### src/rtl/disk_drive_mux.sv
// disk_drive_mux: front end between the host disk-image controller link and
// NR_DISK floppy-controller channels.
//
// Tracks the drive the CPU last selected (falling edge of its select line)
// and routes host strobes, control word, status word and read data to that
// channel only. A selection change that arrives while a host sector transfer
// is in flight is parked and applied automatically once the transfer ends
// (full sector or idle timeout).
//
// Ports:
//   clk24            system clock
//   rst              asynchronous active-high reset
//   disk_sel_n       active-low per-drive CPU select
//   disk_data_clkin  host write strobe (one cycle)
//   disk_data_clkout host read strobe (one cycle)
//   disk_cr          host control word
//   disk_sr          status word of the active channel
//   disk_data_out    read data of the active channel
//   ch_data_clkin    per-channel gated write strobe
//   ch_data_clkout   per-channel gated read strobe
//   ch_cr            per-channel control word, slice i at [i*CR_W +: CR_W]
//   ch_sr            per-channel status words, packed the same way
//   ch_data_out      per-channel read data, packed the same way
//   active_drive     index of the routed channel
//   switch_pending   a selection request waits for the transfer to end
//   xfer_busy        a host transfer is in progress
//   sel_changed      one-cycle pulse when active_drive changes
module disk_drive_mux #(
  parameter int NR_DISK      = 2,
  parameter int CR_W         = 32,
  parameter int SR_W         = 32,
  parameter int SECTOR_BYTES = 512,
  parameter int TIMEOUT      = 4096,
  localparam int AW          = (NR_DISK > 1) ? $clog2(NR_DISK) : 1
) (
  input  logic                      clk24,
  input  logic                      rst,
  input  logic [NR_DISK-1:0]        disk_sel_n,
  input  logic                      disk_data_clkin,
  input  logic                      disk_data_clkout,
  input  logic [CR_W-1:0]           disk_cr,
  output logic [SR_W-1:0]           disk_sr,
  output logic [7:0]                disk_data_out,
  output logic [NR_DISK-1:0]        ch_data_clkin,
  output logic [NR_DISK-1:0]        ch_data_clkout,
  output logic [NR_DISK*CR_W-1:0]   ch_cr,
  input  logic [NR_DISK*SR_W-1:0]   ch_sr,
  input  logic [NR_DISK*8-1:0]      ch_data_out,
  output logic [AW-1:0]             active_drive,
  output logic                      switch_pending,
  output logic                      xfer_busy,
  output logic                      sel_changed
);

  localparam int CNT_W = $clog2(SECTOR_BYTES + 1);
  localparam int TMR_W = $clog2(TIMEOUT + 1);

  logic [AW-1:0]      active_r, pidx_r;
  logic               pending_r, busy_r, changed_r;
  logic [CNT_W-1:0]   count_r;
  logic [TMR_W-1:0]   timer_r;
  logic [NR_DISK-1:0] prev_sel_r;

  logic [AW-1:0]      active_nx_s, pidx_nx_s, req_idx_s;
  logic               pend_nx_s, busy_nx_s, changed_nx_s;
  logic               req_vld_s, switch_s, strobe_s;
  logic [CNT_W-1:0]   count_nx_s, count_inc_s;
  logic [TMR_W-1:0]   timer_nx_s, timer_inc_s;

  // Simultaneous read and write strobes count as a single transfer step
  assign strobe_s    = disk_data_clkin | disk_data_clkout;
  assign count_inc_s = count_r + CNT_W'(1);
  assign timer_inc_s = timer_r + TMR_W'(1);

  // Find the lowest-index channel whose select just fell
  always_comb begin
    req_vld_s = 1'b0;
    req_idx_s = {AW{1'b0}};
    // Scan downward so the lowest index is the last one written
    for (int i = NR_DISK - 1; i >= 0; i--) begin
      if (!disk_sel_n[i] && prev_sel_r[i]) begin
        req_vld_s = 1'b1;
        req_idx_s = AW'(i);
      end else begin
        req_vld_s = req_vld_s;
      end
    end
  end

  // Selection control: immediate switch when idle, park while busy
  always_comb begin
    active_nx_s  = active_r;
    pend_nx_s    = pending_r;
    pidx_nx_s    = pidx_r;
    changed_nx_s = 1'b0;
    switch_s     = 1'b0;
    if (req_vld_s && (req_idx_s != active_r)) begin
      if (busy_r) begin
        // Last request wins while the transfer runs
        pend_nx_s = 1'b1;
        pidx_nx_s = req_idx_s;
      end else begin
        // A fresh request overrides any parked index
        active_nx_s  = req_idx_s;
        pend_nx_s    = 1'b0;
        changed_nx_s = 1'b1;
        switch_s     = 1'b1;
      end
    end else if (req_vld_s) begin
      // Re-selecting the active drive cancels a parked switch
      pend_nx_s = 1'b0;
    end else if (pending_r && !busy_r) begin
      active_nx_s  = pidx_r;
      pend_nx_s    = 1'b0;
      changed_nx_s = 1'b1;
      switch_s     = 1'b1;
    end else begin
      pend_nx_s = pending_r;
    end
  end

  // Transfer tracking: sector byte counter and idle abort timer
  always_comb begin
    busy_nx_s  = busy_r;
    count_nx_s = count_r;
    timer_nx_s = timer_r;
    if (switch_s) begin
      // A strobe coinciding with a switch belongs to the old channel
      busy_nx_s  = 1'b0;
      count_nx_s = {CNT_W{1'b0}};
      timer_nx_s = {TMR_W{1'b0}};
    end else if (!busy_r) begin
      if (strobe_s) begin
        busy_nx_s  = 1'b1;
        count_nx_s = CNT_W'(1);
        timer_nx_s = {TMR_W{1'b0}};
      end else begin
        busy_nx_s  = 1'b0;
        count_nx_s = {CNT_W{1'b0}};
        timer_nx_s = {TMR_W{1'b0}};
      end
    end else if (strobe_s) begin
      timer_nx_s = {TMR_W{1'b0}};
      if (count_inc_s == CNT_W'(SECTOR_BYTES)) begin
        busy_nx_s  = 1'b0;
        count_nx_s = {CNT_W{1'b0}};
      end else begin
        count_nx_s = count_inc_s;
      end
    end else begin
      if (timer_inc_s == TMR_W'(TIMEOUT)) begin
        busy_nx_s  = 1'b0;
        count_nx_s = {CNT_W{1'b0}};
        timer_nx_s = {TMR_W{1'b0}};
      end else begin
        timer_nx_s = timer_inc_s;
      end
    end
  end

  // State registers; prev_sel resets high so only a real falling edge requests
  always_ff @(posedge clk24 or posedge rst) begin
    if (rst) begin
      active_r   <= {AW{1'b0}};
      pidx_r     <= {AW{1'b0}};
      pending_r  <= 1'b0;
      busy_r     <= 1'b0;
      changed_r  <= 1'b0;
      count_r    <= {CNT_W{1'b0}};
      timer_r    <= {TMR_W{1'b0}};
      prev_sel_r <= {NR_DISK{1'b1}};
    end else begin
      active_r   <= active_nx_s;
      pidx_r     <= pidx_nx_s;
      pending_r  <= pend_nx_s;
      busy_r     <= busy_nx_s;
      changed_r  <= changed_nx_s;
      count_r    <= count_nx_s;
      timer_r    <= timer_nx_s;
      prev_sel_r <= disk_sel_n;
    end
  end

  // Gate strobes and control word to the active channel only
  always_comb begin
    ch_data_clkin  = {NR_DISK{1'b0}};
    ch_data_clkout = {NR_DISK{1'b0}};
    ch_cr          = {(NR_DISK*CR_W){1'b0}};
    for (int i = 0; i < NR_DISK; i++) begin
      if (active_r == AW'(i)) begin
        ch_data_clkin[i]        = disk_data_clkin;
        ch_data_clkout[i]       = disk_data_clkout;
        ch_cr[i*CR_W +: CR_W]   = disk_cr;
      end else begin
        ch_data_clkin[i]        = 1'b0;
        ch_data_clkout[i]       = 1'b0;
      end
    end
  end

  assign disk_sr        = ch_sr[int'(active_r)*SR_W +: SR_W];
  assign disk_data_out  = ch_data_out[int'(active_r)*8 +: 8];
  assign active_drive   = active_r;
  assign switch_pending = pending_r;
  assign xfer_busy      = busy_r;
  assign sel_changed    = changed_r;

endmodule

### config.mk
export PLATFORM = sky130hd
export DESIGN_NAME = disk_drive_mux
export DESIGN_NICKNAME = d
export VERILOG_FILES = /design/src/rtl/disk_drive_mux.sv
export SDC_FILE = /design/constraint.sdc
export NUM_CORES = 1
export LEC_CHECK = 0
export ABC_AREA = 1
export CAP_MARGIN = 40
export CELL_PAD_IN_SITES_DETAIL_PLACEMENT = 0
export CELL_PAD_IN_SITES_GLOBAL_PLACEMENT = 1
export CORE_MARGIN = 10
export CORE_UTILIZATION = 20
export DETAILED_ROUTE_END_ITERATION = 10
export GPL_TIMING_DRIVEN = 0
export HOLD_SLACK_MARGIN = 0.05
export PLACE_DENSITY = 0.83
export SLEW_MARGIN = 10
export SYNTH_ARGS = -nofsm -noshare
export SYNTH_HDL_FRONTEND = slang
export SYNTH_SLANG_ARGS = --single-unit
### constraint.sdc
create_clock -name clk24 -period 1.95 [get_ports clk24]
set_input_delay 0.2925 -clock clk24 [delete_from_list [all_inputs] [get_ports clk24]]
set_output_delay 0.2925 -clock clk24 [all_outputs]
set_load 0.005 [all_outputs]
==> reports/summary.txt <==
status -> complete, no violations
Storage cell area -> 754 µm²
initial antenna violation count -> 1
Yosys top cell area share -> 30.9%
final net count -> 876
final setup fails -> 0
footprint of the multi-input gates -> 1600 µm²
worst flop-to-flop path endpoint -> count_r[5]
Psw -> 2.03 mW
CP Max Fanout -> 10
post-route setup slack -> 72.2 ps
via-per-instance ratio -> 3.96
Detailed Route WL -> 14,200 µm
largest cells by area after synthesis -> nand2_1 31%, dfrtp_1 25%, inv_1 13%, nor2_1 9.6%, nand3_1 4.1%
die area -> 19,000 µm²
setup_tns -> 0 ps
Wirelength per Cell -> 15.1 µm
Yosys top cell by area -> nand2_1
largest net degree at the start of global routing -> 14
aggregate global routing overflow -> 0
Setup CP Type -> flop to output pin
Post-Synthesis Cell Area -> 2780 µm²
Worst Tran Pin Value -> 600 ps
Relative slew margins -> 59.8%
synthesized area per cell -> 5.43 µm²
Worst Skew -> 7.54 ps
Worst Hold Class -> primary input to async pin
CP arrival -> 1590 ps
worst path cell trace -> buf_8, buf_6, nand2_1, inv_1, clkdlybuf4s50_1
Clock power frac -> 15.3%
Reg clk slew, reported paths -> 60 ps
leakage -> 3.45 nW
top-count cell post-synth -> nand2_1
Syn Inst Count -> 512
Synth Flop Type -> dfrtp_1
Worst-Skew Late Latency -> 280 ps
Max Freq -> 0.533 GHz
Yosys warnings -> 0
Clock Tree Root -> clkbuf_16
critical path required time -> 1660 ps
sequential power share -> 15.0%
GP Congestion -> 0.834
crit-path max cell delay -> 530 ps
CP endpoint kind -> output pin
commonest cells in the netlist -> 229 x nand2_1, 95 x inv_1, 71 x nor2_1
crit path launch type -> flop
Vert. Die Dim -> 138 µm
Synth-to-Final Area Change -> 106%
Die Wd -> 138 µm
FILL cells -> 1,488
RSZ-0062 raised after global routing -> yes
Final Max Slew Viols -> 0
Reg2Reg Setup Slack -> 190 ps
Max Cap Viol -> 0
final worst-path cycle share -> 96.3%
Pwr Density -> 899 nW/µm²
Synth Register Bits -> 30
Pint -> 3.12 mW
Total GRT Usage -> 13.8%
Clock Tree Buf Depth -> 2
Place WS -> -630 ps
Clock Sink Count -> 30
share of async-settable or async-resettable flops after synthesis -> 100%
Final Hold Vio Count -> 0
core box area -> 13,800 µm²
CTS tree -> done
drt first pass iters -> 4
Synthesized Nets -> 632
Crit-path slowest cell -> clkdlybuf4s50_1
total vias in the final route -> 3,714
Residual DRC -> 0
Starting DRT DRC Count -> 219
Seq/Total Area, Yosys -> 27.1%
Post-DP HPWL -> 12,100 µm
RR Startpoint -> timer_r[0]
vias in the first global route -> 3,698
IO Pins -> 230
first-pass GRT wire length -> 20,400 µm
Distinct cells, synth -> 27
Sw Ratio -> 39.4%
fin util -> 41.6%
H-tree lvl count -> 2
peak supply drop -> 0.530 mV
Post-synth EDFFs -> 0
CTS Hold Bufs -> 0
I/O Buffers -> 229
Comb pwr share -> 69.7%
row cnt -> 43
fin crit period -> 1880 ps
share of layout cells above drive strength 1 -> 8.19%
Initial Util -> 20.2%
cts bufs inserted -> 5
ANT nets after route -> 0
FF-to-FF path depth -> 12
[registers in the layout (all words and copies together) (netlist names)]
signal,cells
pidx_r,1
active_drive,1
timer_r,13
count_r,10
sel_changed,1
switch_pending,1
xfer_busy,1
prev_sel_r,2
[how the worst max path moves through the flow]
stage	startpoint	to	slack, ps	depth (start not counted)
CTS	active_drive	disk_sr[18]	-90	5
global placement	active_drive	ch_cr[28]	-640	5
floorplan	timer_r[0]	timer_r[12]	260	11
finish	active_drive	ch_cr[40]	70	5
global route	active_drive	ch_cr[39]	-2	5
detailed placement	active_drive	ch_cr[29]	-630	5
[cells by family (layout without fill, tap and decap cells)]
logic type | after synthesis | after routing | synth area share (%)
fa+ha+maj | 2 | 2 | 0.900
buf+inv | 115 | 360 | 16.1
flops | 30 | 30 | 27.1
xor+xnor | 3 | 3 | 0.945
other cells | 0 | 1 | 0
simple gates | 351 | 351 | 52.6
compound gates | 11 | 11 | 2.43
[cell usage in the layout (no fill, tap or decap), types with 2 or more instances in the layout]
master,n
a211oi_1,2
buf_4,9
buf_6,6
buf_8,3
clkbuf_16,8
clkbuf_8,5
clkdlybuf4s50_1,145
dfrtp_1,27
dfstp_2,2
dlygate4sd2_1,50
dlymetal6s2s_1,34
inv_1,94
nand2_1,229
nand2_2,4
nand3_1,23
nand3_2,10
nand3b_1,3
nand4_1,4
nor2_1,70
nor2_2,6
o21ai_0,4
xnor2_1,2
[worst max-delay path: cells and delay by family, from the launching register on]
kind / cells / cell delay (ps)
flops: 1 / 370
simple gates: 1 / 50
buf+inv: 4 / 880
[per-layer routing]
| layer | wire (µm) | vias up | share of wire [%] | global-route usage [%] |
|---|---|---|---|---|
| li1 | - | 1988 | - | - |
| met1 | 5380 | 1590 | 38 | 15.4 |
| met2 | 7330 | 126 | 52 | 23.8 |
| met3 | 1340 | 10 | 9.5 | 6.05 |
| met4 | 143 | 0 | 1.0 | 2.49 |
| met5 | 0 | - | 0 | 0 |
[stage by stage]
stage                     area [µm²]  hold WS, ps  instances  power [mW]
after global routing            5730          325        937        5.60
after CTS                       5590          310        934        5.26
after detailed placement        5330          499        923        4.33
after floorplan                 2780          297        512        2.02
final                           5730          289        938        5.15
after global placement          5300          493        921        4.36
[power groups by stage]
| stage | combinational (mW) | clock, mW | sequential (mW) |
|---|---|---|---|
| CTS | 3.68 | 0.802 | 0.773 |
| detailed placement | 3.55 | 0 | 0.785 |
| global placement | 3.58 | 0 | 0.785 |
| finish | 3.59 | 0.786 | 0.775 |
| floorplan | 1.25 | 0 | 0.771 |
| global route | 3.98 | 0.836 | 0.788 |
[final cells by class]
class / count / area share (%)
Inverter: 96 / 6.42
Clock buffer: 6 / 2.42
Timing Repair Buffer: 237 / 41.8
Sequential cell: 30 / 13.2
Buffer: 19 / 4.19
Antenna cell: 1 / 0.0436
Tap cell: 180 / 3.93
Multi-Input combinational cell: 367 / 27.8
Clock inverter: 2 / 0.218
[what timing repair did]
item	in CTS	in global routing
setup endpoints to repair	119	75
setup buffers	2	3
resized for setup	98	49
cloned	1	0
Note: power is estimated with default switching activity, not from simulation.
